## src/rtl/dspmac_pipe.sv

```systemverilog
// Three-stage pipelined signed multiply-accumulate with CLR/MUL/MAC/MSU/NOP opcodes.
// Define DSPMAC_SAT_EN to clamp MAC/MSU results and drive a sticky overflow flag.
module dspmac_pipe #(
    parameter int A_W   = 16,
    parameter int B_W   = 16,
    parameter int ACC_W = 40
) (
    input  logic                    clk,
    input  logic                    rst_n,
    input  logic                    in_valid,
    input  logic [2:0]              opcode,
    input  logic signed [A_W-1:0]   a_in,
    input  logic signed [B_W-1:0]   b_in,
    output logic signed [ACC_W-1:0] accu_out,
    output logic                    out_valid,
    output logic                    ovf
);

    localparam int P_W = A_W + B_W;
`ifdef DSPMAC_SAT_EN
    localparam int SUM_W = ACC_W + 1;
    localparam logic signed [ACC_W-1:0] ACC_MAX = {1'b0, {(ACC_W-1){1'b1}}};
    localparam logic signed [ACC_W-1:0] ACC_MIN = {1'b1, {(ACC_W-1){1'b0}}};
`else
    // Wrapping arithmetic only needs the low ACC_W bits of the sum.
    localparam int SUM_W = ACC_W;
`endif

    generate
        if (ACC_W < P_W) begin : g_width_check
            $error("dspmac_pipe: ACC_W must be >= A_W+B_W");
        end
    endgenerate

    typedef enum logic [2:0] {
        OP_CLR = 3'b000,
        OP_MUL = 3'b001,
        OP_MAC = 3'b010,
        OP_NOP = 3'b011,
        OP_MSU = 3'b100
    } op_e;

    // Stage 1: operand capture
    logic                  valid1_q;
    logic [2:0]            op1_q;
    logic signed [A_W-1:0] a1_q;
    logic signed [B_W-1:0] b1_q;

    // Stage 2: registered full-width product
    logic                  valid2_q;
    logic [2:0]            op2_q;
    logic signed [P_W-1:0] p2_q;

    // Stage 3: accumulator
    logic signed [ACC_W-1:0] accu_q, accu_d;
    logic                    out_valid_q;
    logic signed [ACC_W-1:0] pe;
    logic signed [SUM_W-1:0] sum_d;

    always_ff @(posedge clk or negedge rst_n) begin
        if (!rst_n) begin
            valid1_q <= 1'b0;
            op1_q    <= 3'b000;
            a1_q     <= '0;
            b1_q     <= '0;
        end else begin
            valid1_q <= in_valid;
            if (in_valid) begin
                op1_q <= opcode;
                a1_q  <= a_in;
                b1_q  <= b_in;
            end
        end
    end

    always_ff @(posedge clk or negedge rst_n) begin
        if (!rst_n) begin
            valid2_q <= 1'b0;
            op2_q    <= 3'b000;
            p2_q     <= '0;
        end else begin
            valid2_q <= valid1_q;
            if (valid1_q) begin
                op2_q <= op1_q;
                p2_q  <= P_W'(a1_q) * P_W'(b1_q);
            end
        end
    end

    assign pe    = ACC_W'(p2_q);
    assign sum_d = (op2_q == OP_MSU) ? (SUM_W'(accu_q) - SUM_W'(pe))
                                     : (SUM_W'(accu_q) + SUM_W'(pe));

`ifdef DSPMAC_SAT_EN
    logic ovf_q, ovf_d;
`endif

    always_comb begin
        accu_d = accu_q;
`ifdef DSPMAC_SAT_EN
        ovf_d  = ovf_q;
`endif
        if (valid2_q) begin
            case (op2_q)
                OP_CLR: begin
                    accu_d = '0;
`ifdef DSPMAC_SAT_EN
                    ovf_d  = 1'b0;
`endif
                end
                OP_MUL: accu_d = pe;
                OP_MAC, OP_MSU: begin
`ifdef DSPMAC_SAT_EN
                    // Top two sum bits disagree only when the result left the ACC_W range.
                    if (sum_d[ACC_W] != sum_d[ACC_W-1]) begin
                        accu_d = sum_d[ACC_W] ? ACC_MIN : ACC_MAX;
                        ovf_d  = 1'b1;
                    end else begin
                        accu_d = sum_d[ACC_W-1:0];
                    end
`else
                    accu_d = sum_d[ACC_W-1:0];
`endif
                end
                default: ;
            endcase
        end
    end

    always_ff @(posedge clk or negedge rst_n) begin
        if (!rst_n) begin
            accu_q      <= '0;
            out_valid_q <= 1'b0;
        end else begin
            accu_q      <= accu_d;
            out_valid_q <= valid2_q;
        end
    end

`ifdef DSPMAC_SAT_EN
    always_ff @(posedge clk or negedge rst_n) begin
        if (!rst_n) ovf_q <= 1'b0;
        else        ovf_q <= ovf_d;
    end
    assign ovf = ovf_q;
`else
    assign ovf = 1'b0;
`endif

    assign accu_out  = accu_q;
    assign out_valid = out_valid_q;

endmodule

```

## config.mk

```make
export PLATFORM = sky130hd
export DESIGN_NAME = dspmac_pipe
export DESIGN_NICKNAME = d
export VERILOG_FILES = /design/src/rtl/dspmac_pipe.sv
export SDC_FILE = /design/constraint.sdc
export NUM_CORES = 1
export LEC_CHECK = 0
export BUFFER_PORTS_ARGS = -buffer_cell sky130_fd_sc_hd__buf_4
export CORE_MARGIN = 5
export CORE_UTILIZATION = 59
export CTS_BUF_LIST = sky130_fd_sc_hd__clkbuf_4
export CTS_CLUSTER_DIAMETER = 120
export DETAILED_ROUTE_END_ITERATION = 10
export PLACE_DENSITY = 0.92
export SETUP_SLACK_MARGIN = 0.05
export SYNTH_ARGS = -nofsm -noshare
export SYNTH_HDL_FRONTEND = slang
export SYNTH_SLANG_ARGS = --single-unit
```

## constraint.sdc

```tcl
create_clock -name clk -period 6.6 [get_ports clk]
set_input_delay 0.33 -clock clk [delete_from_list [all_inputs] [get_ports clk]]
set_output_delay 0.33 -clock clk [all_outputs]
set_load 0.05 [all_outputs]
```

==> flow_summary.ini, run 1 <==
[status]
run_status = finished, final reports clean

[global_route]
grt_pass1_vias = 15447
grt_max_degree = 60
grt-ovfl-total = 0
grt_use_met3_pct = 5.98
grtUsageMet1_pct = 32.8
grt_use_met2_pct = 49.5
antenna_found_initial = 2
grt_pass1_wl_um = 75600
track_usage_pct = 28.4
busiest_layer = met2

[logic_synthesis]
synth-seq-cells = 113
avgSynthCellArea_sq_um = 9.19
post_synth_num_cell_types = 73
syn_area_sq_mm = 0.0173
synth_nets = 2309
seq_area_frac_synth_pct = 16.3
syn_inst = 1886
synth_ff_type = dfrtp_1
async_flop_share_pct = 100
synth_edf_count = 0
yosysWarnings = 0

[clock_network]
numCtsBuffers = 17
cts_sinks = 113
clock-root-buffer = clkbuf_4
clkSlewWorstSetupHoldPaths_ps = 140
insertion_delay_ps = 650
htreeDepth = 4
cts_buffer_depth = 2
cts_tree = done

[setup_path]
cp_slowest_cell = fa_1
reg2reg_depth = 20
cp.required_ps = 7140
cp_num_buf_inv = 4
setup.worst_path.start = b1_q[7]
cp.depth = 20
worst-path-max-fanout = 10
r2r_slack_ps = 180
path_cells = buf_4 > nand2_1 > fa_1 > inv_1 > fa_1 > fa_1 > fa_1 > fa_1 > inv_1 > fa_1 > inv_1 > ha_1 > and4_1 > and2_1 > o21ai_1 > a31oi_1 > or4_1 > a31oi_2 > xnor2_1 > mux2_2
max_stage_delay_ps = 590
cp-start-kind = register
r2r-end = p2_q[23]
setup.worst_path.end = p2_q[23]
r2r-start = b1_q[7]
worst_setup_path_end_kind = register
path_delay_family = adder cells
cp_data_arrival_time_ps = 6960
crit_top_cell = fa_1
path_class = register to register

[timing]
period_share_pct = 97.2
finalSetupViolCount = 0
drv_slew = 0
setup_ws_ps = 182
period_minus_slack_ps = 6420
max_freq_ghz = 0.156
finalHoldViolations = 0
tightest_slew_ps = 1040
slew-limit-headroom_pct = 30.7
worst_clock_skew_ps = 30.2

[route]
dr_total_vias = 14318
viasPerCell = 6.02
drtIter0Drc = 1395
antenna_left = 0
drt-pass1-iter-count = 5
drcViolationCount = 0
wl_um = 46200
wl_per_cell_um = 19.4

[floorplanning]
start_util_pct = 60.0
rows = 62
dieArea_sq_mm = 0.0329
fp.coreArea_sq_mm = 0.0289
die_w_um = 181
io_pins = 80
die_h_um = 181

[place]
port_buffers = 78
hpwl_um = 35300
post-place-ws_ps = 18.7
place_congestion = 0.961

[final_layout]
areaGrowthSynthToFinish_pct = 10.0
fill_cells = 2118
nets = 2401
drive_above_1_share_pct = 13.2

[hold_path]
hold_class = input pin to register

[job]
drv_cap = 0
==> cell usage after synthesis (3+ instances only) <==
cell type | count | area share, %
inv_1 | 329 | 7.1
o31a_1 | 3 | 0.15
a311oi_1 | 4 | 0.20
a31oi_1 | 5 | 0.18
dfrtp_1 | 113 | 16
a32oi_1 | 4 | 0.20
o41ai_2 | 3 | 0.28
and2_1 | 127 | 4.6
or4_1 | 7 | 0.30
nand4_1 | 13 | 0.47
a221oi_1 | 24 | 1.2
o21ai_0 | 34 | 0.98
nor2b_1 | 9 | 0.32
nand2_1 | 182 | 3.9
fa_1 | 263 | 30
nand3_1 | 21 | 0.61
o41ai_1 | 3 | 0.15
a21oi_1 | 73 | 2.1
o22ai_1 | 4 | 0.14
a21o_1 | 45 | 1.9
mux2i_1 | 6 | 0.35
nor4_1 | 6 | 0.22
or3_1 | 5 | 0.18
xor2_1 | 35 | 1.8
o31ai_1 | 11 | 0.48
buf_2 | 7 | 0.20
o21ai_1 | 10 | 0.29
nand2b_1 | 13 | 0.47
clkbuf_1 | 73 | 1.6
ha_1 | 122 | 8.8
xnor2_1 | 59 | 3.0
a211o_1 | 5 | 0.25
a211oi_1 | 7 | 0.30
and3_1 | 5 | 0.18
nor3_1 | 14 | 0.40
nor2_1 | 122 | 2.6
o21bai_1 | 7 | 0.30
o21a_1 | 10 | 0.43
mux2_2 | 62 | 4.0
==> kinds of logic after synthesis <==
kind of cell    count (synthesis)  share of synthesized area, %
other cells                     1                        0.0216
fa+ha+maj                     385                          39.2
mux                            69                          4.51
compound gates                273                          10.9
flops                         113                          16.3
buf+inv                       412                          9.00
simple gates                  539                          15.3
xor+xnor                       94                          4.75
==> repair_timing <==
item	CTS	global route
setup endpoints to repair	4	6
setup buffers	0	17
endpoints found under the hold margin	93	0
resized for setup	3	25
hold buffers	36	0
pin swaps	0	2
==> stage by stage <==
step	util, %	std cells	TNS [ps]	area (sq um)	hold slack, ps
final	66.1	2377	0	19100	115
after CTS	65.5	2358	0	18900	68.3
after floorplan	-	1886	0	17300	34.4
after global placement	63.3	2290	0	18300	450
after global routing	66.1	2377	-113	19100	91.9
after detailed placement	63.3	2290	0	18300	462
==> routing by layer <==
| metal | vias to the layer above | part of all wire (%) |
|---|---|---|
| met5 | - | 0 |
| met4 | 0 | 5.4 |
| met3 | 199 | 8.4 |
| met2 | 792 | 51 |
| met1 | 7110 | 35 |
| li1 | 6217 | - |
==> cell type report <==
class | count | area (sq um) | share of cell area, %
multi-input combinational | 1361 | 13000 | 68.1
sequential | 113 | 2860 | 15.0
timing repair buffer | 156 | 1260 | 6.59
inverter | 329 | 1230 | 6.48
tap | 384 | 480 | 2.52
clock buffer | 17 | 128 | 0.669
clock inverter | 15 | 125 | 0.656
antenna | 2 | 5.00 | 0.0262
==> worst min-delay path by stage <==
stage / startpoint / cells after the start / endpoint
global placement: rst_n / 1 / accu_out[18]
global route: in_valid / 1 / valid1_q
detailed placement: rst_n / 1 / accu_out[22]
finish: in_valid / 1 / valid1_q
floorplan: rst_n / 0 / a1_q[0]
CTS: in_valid / 1 / valid1_q
==> state kept, by name (all words and copies together), names as in the netlist <==
signal and count:
p2_q 32, a1_q 16, op1_q 3, op2_q 3, b1_q 16, out_valid 1, valid2_q 1, accu_out 40
valid1_q 1
==> cells in the final DEF (no fill, tap or decap), types with 6 or more instances in the layout <==
cell type	synthesis	routed
a21o_1	45	45
xor2_1	35	35
o21ai_0	34	34
nand4_1	13	13
ha_1	122	122
mux2i_1	6	6
o21ai_1	10	9
buf_4	1	117
a21oi_1	73	73
nand2b_1	13	13
inv_6	0	6
nor4_1	6	6
o31ai_1	11	11
nand2_1	182	182
and2_1	127	127
nand3_1	21	20
nor2_1	122	122
nor3_1	14	14
dlygate4sd3_1	0	36
nor2b_1	9	8
dfrtp_1	113	92
fa_1	263	262
a211oi_1	7	6
inv_1	329	329
xnor2_1	59	59
dfrtp_2	0	20
a221oi_1	24	24
clkbuf_4	0	18
mux2_2	62	62
or4_1	7	7
o21a_1	10	10
o21bai_1	7	6
Power of run 1 is left out: the tool's default activity adds up to more than one toggle a clock period on the data nets, which glitch-free logic cannot reach.
==> inputs of run 2 (changes only) <==
BUFFER_PORTS_ARGS = -buffer_cell sky130_fd_sc_hd__clkbuf_2   (was -buffer_cell sky130_fd_sc_hd__buf_4)
==> flow_summary.ini, run 2 (synthesized netlist as in run 1, its figures left out) <==
[timing]
rsz0062_at_grt = no
fin_setup_tns_ps = 0
hold_ws_ps = 297
slew-limit-headroom_pct = 26.0
period_minus_slack_ps = 6310
finalSetupViolCount = 0
tightest_slew_ps = 1110
setup_ws_ps = 289
worst_clock_skew_ps = 37.5
period_share_pct = 95.6
drv_slew = 0
finalHoldViolations = 0
max_freq_ghz = 0.158

[clock_network]
htreeDepth = 4
clkSlewWorstSetupHoldPaths_ps = 150
insertion_delay_ps = 620
cts_tree = done
numCtsBuffers = 17
clock-root-buffer = clkbuf_4
cts_sinks = 113
cts_buffer_depth = 2

[setup_path]
cp-start-kind = register
path_class = register to register
cp_data_arrival_time_ps = 6800
cp.required_ps = 7080
reg2reg_depth = 20
worst-path-max-fanout = 17
worst_setup_path_end_kind = register
setup.worst_path.start = b1_q[12]
r2r-start = b1_q[12]

[route]
antenna_left = 0
dr_total_vias = 14328
wl_per_cell_um = 19.2
drcViolationCount = 0
drt-pass1-iter-count = 7
viasPerCell = 6.03
drtIter0Drc = 1224
wl_um = 45500

[global_route]
grt-ovfl-total = 0
grt_pass1_vias = 15672
antenna_found_initial = 1
grt_max_degree = 63
track_usage_pct = 28.4
grt_pass1_wl_um = 75900

[final_layout]
layout_common_cells = inv_1 (329), fa_1 (262), nand2_1 (182), and2_1 (127)
drive_above_1_share_pct = 13.3
nets = 2401
final_common_cell = inv_1
areaGrowthSynthToFinish_pct = 9.03
largest_reg_flops = 40

[floorplanning]
die_h_um = 181
die_w_um = 181
fp.coreArea_sq_mm = 0.0289
dieArea_sq_mm = 0.0329
start_util_pct = 60.0
rows = 62
io_pins = 80

[place]
hpwl_um = 35100
port_buffers = 78
place_congestion = 0.974
post-place-ws_ps = 140

[status]
run_status = finished, final reports clean

[job]
drv_cap = 0

[hold_path]
hold_class = input pin to async pin
-- run 2: changes by cell type in the layout (fill, tap and decap cells not counted), sizes merged --
| cell | change |
|---|---|
| diode | -1 |
| clkbuf | +75 |
| inv | +1 |
| clkinvlp | -1 |
| buf | -75 |
-- run 2: cell type report --
class                      instances  area [sq um]
antenna                            1          2.50
clock buffer                      17           128
clock inverter                    15           125
fill                            2145          9970
inverter                         329          1230
multi-input combinational       1361         13000
sequential                       113          2860
tap                              384           480
timing repair buffer             156          1080
-- run 2: critical path, cell delays in order, from the launching register on --
cell,delay (ps)
dfrtp_1,750
nand2_1,180
fa_1,550
inv_1,70
fa_1,500
fa_1,560
fa_1,440
fa_1,490
inv_1,50
fa_1,480
inv_1,40
ha_1,370
a21oi_1,150
o21ai_0,150
a221oi_2,280
o31ai_1,110
o21bai_2,250
a211o_1,270
a21oi_1,180
xnor2_1,80
mux2_2,250
-- run 2: timing repair --
action / CTS / global route
setup endpoints to repair: 0 / 8
buffers inserted: 0 / 14
hold buffers: 34 / 2
resized for setup: 0 / 29
endpoints found under the hold margin: 84 / 2
-- run 2: metrics by stage --
step	utilization, %	instances	cell area (sq um)
2_1_floorplan	-	1886	17300
3_3_place_gp	62.7	2293	18100
3_5_place_dp	62.7	2293	18100
4_1_cts	64.8	2359	18700
5_1_grt	65.5	2376	18900
6_report	65.5	2376	18900
-- run 2: per-layer routing --
layer	track usage (%)	wire (um)
met5	0	0
met4	15.8	2930
met3	4.88	3510
met2	49.7	23100
met1	33.1	16000
-- run 2: worst paths after layout --
check | end | slack, ps
worst max-delay path | p2_q[29] | 290
min in group clk | a1_q[3] | 470
worst min-delay path | accu_out[0] | 300
worst max register to register | p2_q[29] | 290
worst min register to register | out_valid | 470
max in group asynchronous | a1_q[11] | 4840
Power of run 2 is left out for the same reason.
